**src/rtl/int_ctrl_pkg.sv**
```systemverilog
// Shared definitions for the interrupt controller: register map, FSM states, source limit.
package int_ctrl_pkg;

    localparam int NSRC_MAX = 8;

    localparam logic [2:0] ADDR_PEND = 3'd0;
    localparam logic [2:0] ADDR_MASK = 3'd2;
    localparam logic [2:0] ADDR_MODE = 3'd4;
    localparam logic [2:0] ADDR_ISR  = 3'd6;

    typedef enum logic [1:0] {
        ST_IDLE    = 2'd0,
        ST_REQ     = 2'd1,
        ST_SERVICE = 2'd2
    } state_e;

endpackage

```
**src/rtl/int_prio_enc.sv**
```systemverilog
// Lowest-index priority encoder: source 0 wins over every other pending source.
module int_prio_enc #(
    parameter int NSRC = 8
) (
    input  logic [NSRC-1:0] req,
    output logic            valid,
    output logic [2:0]      idx
);

    // Scan from the top down so the last hit (lowest index) is the one kept.
    always_comb begin
        valid = |req;
        idx   = 3'd0;
        for (int i = NSRC - 1; i >= 0; i--) begin
            if (req[i]) idx = i[2:0];
        end
    end

endmodule

```
**src/rtl/int_ctrl.sv**
```systemverilog
// Interrupt controller: edge/level pending capture, mask, single-level request/service FSM
// and a small register file (PEND, MASK, MODE, ISR).
module int_ctrl
    import int_ctrl_pkg::*;
#(
    parameter int         NSRC     = 8,
    parameter logic [7:0] MASK_RST = 8'h00
) (
    input  logic            clock,
    input  logic            reset,
    input  logic [NSRC-1:0] irq_n,
    input  logic            intCtrl,
    input  logic            read_enable,
    input  logic            write_enable,
    input  logic [2:0]      address,
    input  logic [15:0]     write_data_in,
    output logic [15:0]     read_data_out,
    output logic            int_req,
    input  logic            int_ack,
    output logic [2:0]      int_vec
);

    logic [NSRC-1:0] pend_q, pend_d;
    logic [NSRC-1:0] mask_q, mask_d;
    logic [NSRC-1:0] mode_q, mode_d;
    logic [NSRC-1:0] hist_q, hist_d;
    logic [2:0]      vec_q, vec_d;
    logic [15:0]     rdata_q, rdata_d;
    state_e          state_q, state_d;

    logic            rd_strobe, wr_strobe, ack_take;
    logic            enc_valid;
    logic [2:0]      enc_idx;
    logic [NSRC-1:0] masked, w1c, ack_clr, edge_set;
    logic            unused_wd;

    // Upper write-data bits carry nothing for this block.
    assign unused_wd = ^write_data_in[15:NSRC];

    assign masked = pend_q & mask_q;

    int_prio_enc #(.NSRC(NSRC)) u_prio (
        .req   (masked),
        .valid (enc_valid),
        .idx   (enc_idx)
    );

    // Bus decode: a simultaneous read wins and suppresses the write.
    always_comb begin
        rd_strobe = intCtrl & read_enable;
        wr_strobe = intCtrl & write_enable & ~read_enable;
    end

    // FSM next state: a vanished request falls back to IDLE before an ack can take it.
    always_comb begin
        state_d = state_q;
        unique case (state_q)
            ST_IDLE:    if (enc_valid) state_d = ST_REQ;
            ST_REQ:     if (!enc_valid) state_d = ST_IDLE;
                        else if (int_ack) state_d = ST_SERVICE;
            ST_SERVICE: if (wr_strobe && address == ADDR_ISR) state_d = ST_IDLE;
            default:    state_d = ST_IDLE;
        endcase
    end

    // FSM outputs: the vector tracks the encoder while requesting, else holds the serviced index.
    always_comb begin
        int_req = (state_q == ST_REQ);
        int_vec = (state_q == ST_REQ) ? enc_idx : vec_q;
    end

    // Pending, mask, mode and vector capture; an edge set beats any clear of the same bit.
    always_comb begin
        ack_take = (state_q == ST_REQ) && enc_valid && int_ack;
        vec_d    = ack_take ? enc_idx : vec_q;
        for (int i = 0; i < NSRC; i++) begin
            ack_clr[i] = ack_take && (enc_idx == i[2:0]) && mode_q[i];
        end
        w1c      = (wr_strobe && address == ADDR_PEND) ? write_data_in[NSRC-1:0] : '0;
        edge_set = mode_q & hist_q & ~irq_n;
        pend_d   = (mode_q & ((pend_q & ~(w1c | ack_clr)) | edge_set)) | (~mode_q & ~irq_n);
        hist_d   = irq_n;
        mask_d   = (wr_strobe && address == ADDR_MASK) ? write_data_in[NSRC-1:0] : mask_q;
        mode_d   = (wr_strobe && address == ADDR_MODE) ? write_data_in[NSRC-1:0] : mode_q;
    end

    // Read mux: registered, updated only on a read strobe; odd addresses read zero.
    always_comb begin
        rdata_d = rdata_q;
        if (rd_strobe) begin
            unique case (address)
                ADDR_PEND: rdata_d = 16'(pend_q);
                ADDR_MASK: rdata_d = 16'(mask_q);
                ADDR_MODE: rdata_d = 16'(mode_q);
                ADDR_ISR:  rdata_d = {state_q == ST_SERVICE, state_q == ST_REQ, 11'd0, int_vec};
                default:   rdata_d = 16'h0000;
            endcase
        end
    end

    // State registers; reset aborts any request or service immediately.
    always_ff @(posedge clock or negedge reset) begin
        if (!reset) begin
            state_q <= ST_IDLE;
            pend_q  <= '0;
            mask_q  <= MASK_RST[NSRC-1:0];
            mode_q  <= '0;
            hist_q  <= '1;
            vec_q   <= 3'd0;
            rdata_q <= 16'h0000;
        end else begin
            state_q <= state_d;
            pend_q  <= pend_d;
            mask_q  <= mask_d;
            mode_q  <= mode_d;
            hist_q  <= hist_d;
            vec_q   <= vec_d;
            rdata_q <= rdata_d;
        end
    end

    assign read_data_out = rdata_q;

endmodule

```
**config.mk**
```make
export PLATFORM = sky130hd
export DESIGN_NAME = int_ctrl
export DESIGN_NICKNAME = d
export VERILOG_FILES = /design/src/rtl/int_ctrl_pkg.sv /design/src/rtl/int_prio_enc.sv /design/src/rtl/int_ctrl.sv
export SDC_FILE = /design/constraint.sdc
export NUM_CORES = 1
export LEC_CHECK = 0
export CAP_MARGIN = 20
export CELL_PAD_IN_SITES_DETAIL_PLACEMENT = 0
export CELL_PAD_IN_SITES_GLOBAL_PLACEMENT = 1
export CORE_MARGIN = 4
export CORE_UTILIZATION = 42
export DETAILED_ROUTE_END_ITERATION = 16
export PLACE_DENSITY_LB_ADDON = 0.1
export SYNTH_ARGS = -nofsm -noshare
export SYNTH_HDL_FRONTEND = slang
export SYNTH_HIERARCHICAL = 1
export SYNTH_SLANG_ARGS = --single-unit
```
**constraint.sdc**
```tcl
create_clock -name clock -period 4.9 [get_ports clock]
set_input_delay 0.49 -clock clock [delete_from_list [all_inputs] [get_ports clock]]
set_output_delay 0.49 -clock clock [all_outputs]
set_load 0.01 [all_outputs]
```
==> Yosys cells after proc, flatten, opt, wreduce, memory -nomap -nowiden <==
Cells that the tools add are included.
{ "totals": {"output_inout_bits": 20, "word_cells": 81, "reg_bits": 53} }
{ "classes": {"mux": 16, "bitwise": 16, "n_eq_ne": 15, "n_reduce_logical": 27} }
{ "op_table": {"columns": ["operator", "count"], "rows": [
  ["$pmux 16 s4", 1],
  ["$and 8x8->8", 6],
  ["$mux 3", 9],
  ["$not 8->8", 3],
  ["$or 8x8->8", 3],
  ["$logic_and 1x1->1", 22],
  ["$eq 3x3->1 const B", 6],
  ["$eq 3x2->1 const B", 3],
  ["$mux 2", 4],
  ["$mux 8", 1],
  ["$reduce_or 8->1", 1],
  ["$logic_not 3->1", 2],
  ["$pmux 2 s3", 1],
  ["$ne 2x2->1 const B", 2],
  ["$and 1x1->1", 3],
  ["$eq 3x1->1 const B", 1],
  ["$ne 3x3->1 const B", 1],
  ["$reduce_and 3->1", 1],
  ["$eq 2x1->1 const B", 1],
  ["$eq 2x2->1 const B", 1],
  ["$logic_not 2->1", 1],
  ["$not 1->1", 1]
]} }

==> Logic depth before layout (Yosys ltp) <==
{ "logic_depth": {"word_depth": 18, "ltp_mapped": 8, "mapped_depth_nobuf": 8} }

==> Modules after synthesis <==
The synthesis kept the hierarchy.
{ "modules_own_cells": {"columns": ["mod", "instances", "cells_per_inst", "seq_area_each_um2", "area_each_um2"], "rows": [
  ["int_ctrl", 1, 184, 1186.1, 2178.3],
  ["int_prio_enc", 1, 13, 0.0, 81.3]
]} }

==> Least setup slack after synthesis <==
No wires, ideal clock.
{ "synth_timing": {"kind": "reg-to-output", "startpoint": "register pend_q[4]", "endpoint": "output port int_vec[0]", "slack_ps": 2851, "n_path_buf": 0, "t_arrival_ps": 1559, "stages_incl_launch_ff": 4, "required_ps": 4410, "path_cell_list": "dfrtp_1 > and2_1 > o41ai_1 > mux2_4"} }
{ "synth_via": {"elab_chain_len": 7} }
{ "synth_lines": {"columns": ["element", "line", "source"], "rows": [
  ["from (decl)", "int_ctrl.sv:23", "logic [NSRC-1:0] pend_q, pend_d;"],
  ["from (signal assigned)", "int_ctrl.sv:113", "pend_q <= pend_d;"],
  ["$and 8x8->8", "int_ctrl.sv:40", "assign masked = pend_q & mask_q;"],
  ["net masked[4]", "int_ctrl.sv:34", "logic [NSRC-1:0] masked, w1c, ack_clr, edge_set;"],
  ["$mux 3 (5 in series)", "int_prio_enc.sv:15", "if (req[i]) idx = i[2:0];"],
  ["net enc_idx[0]", "int_ctrl.sv:33", "logic [2:0] enc_idx;"],
  ["$mux 3", "int_ctrl.sv:69", "int_vec = (state_q == ST_REQ) ? enc_idx : vec_q;"],
  ["to (decl)", "int_ctrl.sv:20", "output logic [2:0] int_vec"]
]} }
The timed path passes the listed nets, and every way through them passes these cells.

==> Worst setup path in the final report <==
Same ends and word-level chain as after synthesis.

==> results.toml <==
[cells_and_area]
final_common_cell = "dfrtp_1"
multi_input_area_um2 = 992
fillers = 463
mostFrequentLayoutCells = "dfrtp_1, clkdlybuf4s50_1, nand2_1"
diodes = 0
drive_gt1_frac = 0.188
syn_to_final_growth_pct = 24.1
finalNetCount = 272
ff_latch_area_mm2 = 0.00119
finalNonFillerCells = 310

[sta]
max_slew_margin = 0.394
worst_slew_pin_slew_ns = 0.901
hold_viol = 0
setup_viol = 0
finalClockSkew_ns = 0.00685
period_minus_slack_ns = 2.89
fmax_mhz = 346
fin_setup_tns_ns = 0
timing.final.crit_share = 0.590
rsz0062_at_grt = "false"
final_max_slew_viol_count = 0

[pwr]
irDropWorstVdd_v = 0.000217
powerDensity_mw_per_mm2 = 409
leakage_nw = 1.25

[clock_network]
clk_latency_ns = 0.30
cts_hold_buf = 0
htreeDepth = 2
cts_tree = "done"
post_cts_buffers = 0
cts_root_buffer = "clkbuf_8"
cts_resized = 0
cts_made_buffers = 5
cts.clk_slew.worst_paths_ns = 0.09
clkSinkCount = 47
clockBufferDepth = 2

[synthesis]
avgSynthCellArea_um2 = 11.5
synthArstFlopShare = 1.00
synth_top_area_share = 0.432
ys.flop_type = "dfrtp_1"
syn_area_mm2 = 0.00226
synth_seq_area_share = 0.525
synth_edf_count = 0
synth_compound_area_frac = 0.137
synth.area.mux_share = 0.145
yosys.area.top_type = "dfrtp_1"
ys_types = 33
yosys_warnings = 6
synth_seq_cells = 47
synthXorXnorAreaFrac = 0
ys_top_cells_by_area = "dfrtp_1, dfstp_2, mux2_2"
synth_simple_gate_area_frac = 0.147
netlist_instances = 197
synth_top_family_by_area = "simple AND/OR/NAND/NOR gates"
synthAdderAreaFrac = 0

[die]
core_area_mm2 = 0.00517
rows = 26
dieArea_mm2 = 0.00662
num_io_pins = 53
die_x_um = 81.4
start_util = 0.437
die_h_um = 81.4

[critical_path]
critPathKind = "reg2out"
rr_startpoint = "pend_q[4]$_DFF_PN0_"
crit_required_ns = 4.41
r2r_end = "read_data_out[2]$_DFFE_PN0P_"
r2r_cells = 6
ff2ff_setup_slack_ns = 2.73
start_kind = "register"
path_max_fanout = 5
critPathArrivalTime_ns = 2.40
cp-end-kind = "output pin"

[detailed_routing]
wl_um = 5240
drtIter0Drc = 70
vias_per_cell = 5.48
ant_nets = 0
wire_per_inst_um = 16.9
drc = 0
num_vias = 1700
dr.pass1.iters = 4

[place]
dp_cells = 301
hpwl_um = 3840
portBuffers = 38
gp_congestion = 0.772

[global_route]
grt_use_total = 0.174
grt_antenna_before_repair = 0
grt_max_degree = 48
grt_first_pass_wirelength_um = 8670
grt_pass1_vias = 1791
overflow = 0

[run_status]
outcome = "finished clean"

[run]
maxCapViolCount = 0

[min_path]
hold_class = "in2async"
layout make-up:
class,instances,share of cell area
clock inverters,3,0.0156
well taps,70,0.0312
inverters,7,0.00937
flip-flops and latches,47,0.423
clock buffers,5,0.0245
repair buffers,40,0.143
multi-input cells,138,0.354
cells in the mapped netlist, types with 2 or more instances:
cell type  number
nor2b_1         8
mux2_2         18
buf_4           7
buf_2           2
a22o_1          8
dfstp_2         8
nand2_1        20
o41ai_1         2
o21ai_0        11
inv_1           7
nor4_2          2
nand3_1         3
a221o_1         8
and2_1          8
nand3b_1        2
a41o_1          3
o31ai_1         2
a21oi_1         4
dfrtp_1        39
nor2_1         13
mux2_4          3
mux2i_1         8
per-stage QoR:
step | utilization | total power [W] | instance area (µm²) | worst slack, ns | hold WS (ns)
detailed placement | 0.517 | 0.000868 | 2670 | 2.13 | 0.461
CTS | 0.538 | 0.00115 | 2790 | 1.99 | 0.415
global placement | 0.516 | 0.000850 | 2670 | 1.87 | 0.461
floorplan | - | 0.000721 | 2280 | 2.85 | 0.194
global route | 0.542 | 0.00121 | 2810 | 1.80 | 0.126
finish | 0.542 | 0.00115 | 2810 | 2.01 | 0.109
cell families (layout without fill, tap and decap cells):
kind of cell           count (synthesis)  count (layout)
flip-flops                            47              47
buffers and inverters                 17              55
AO/OA/AOI/OAI                         41              41
other                                  1               6
AND/OR/NAND/NOR                       62              62
multiplexers                          29              29
registers in the layout (all words and copies together) (netlist names):
name,count
hist_q,8
mask_q,8
mode_q,8
pend_q,8
read_data_out,10
state_q,2
vec_q,3
per-layer routing:
layer | global-route usage | part of all wire | vias up
met5 | 0 | 0 | -
met4 | 0.0726 | 0.019 | 0
met2 | 0.288 | 0.48 | 62
met1 | 0.215 | 0.44 | 837
li1 | - | - | 789
met3 | 0.0455 | 0.062 | 12
power by group:
| part | total [W] | leakage [nW] | switching, W | internal [W] |
|---|---|---|---|---|
| logic | 0.000353 | 0.608 | 0.000162 | 0.000191 |
| registers | 0.000510 | 0.581 | 0.0000533 | 0.000457 |
| clock network | 0.000284 | 0.0581 | 0.000132 | 0.000152 |
| total | 0.00115 | 1.25 | 0.000347 | 0.000800 |
critical path, cell delays in order (launching register included):
cell and delay (ns):
dfrtp_1 0.40, and2_1 0.21, o41ai_1 0.53, buf_2 0.26, mux2_4 0.17, clkdlybuf4s50_1 0.54
worst max-delay path by stage:
stage                        start             endpoint  slack (ns)  cells past startpoint
2_1_floorplan  pend_q[4]$_DFF_PN0_           int_vec[0]        2.85                      3
3_3_place_gp   pend_q[4]$_DFF_PN0_           int_vec[0]        1.87                      4
3_5_place_dp            address[1]  pend_q[1]$_DFF_PN0_        2.13                      4
4_1_cts        pend_q[4]$_DFF_PN0_           int_vec[0]        1.99                      5
5_1_grt        pend_q[4]$_DFF_PN0_           int_vec[0]        1.80                      5
6_report       pend_q[4]$_DFF_PN0_           int_vec[0]        2.01                      5
Note: power is estimated with default switching activity, not from simulation.
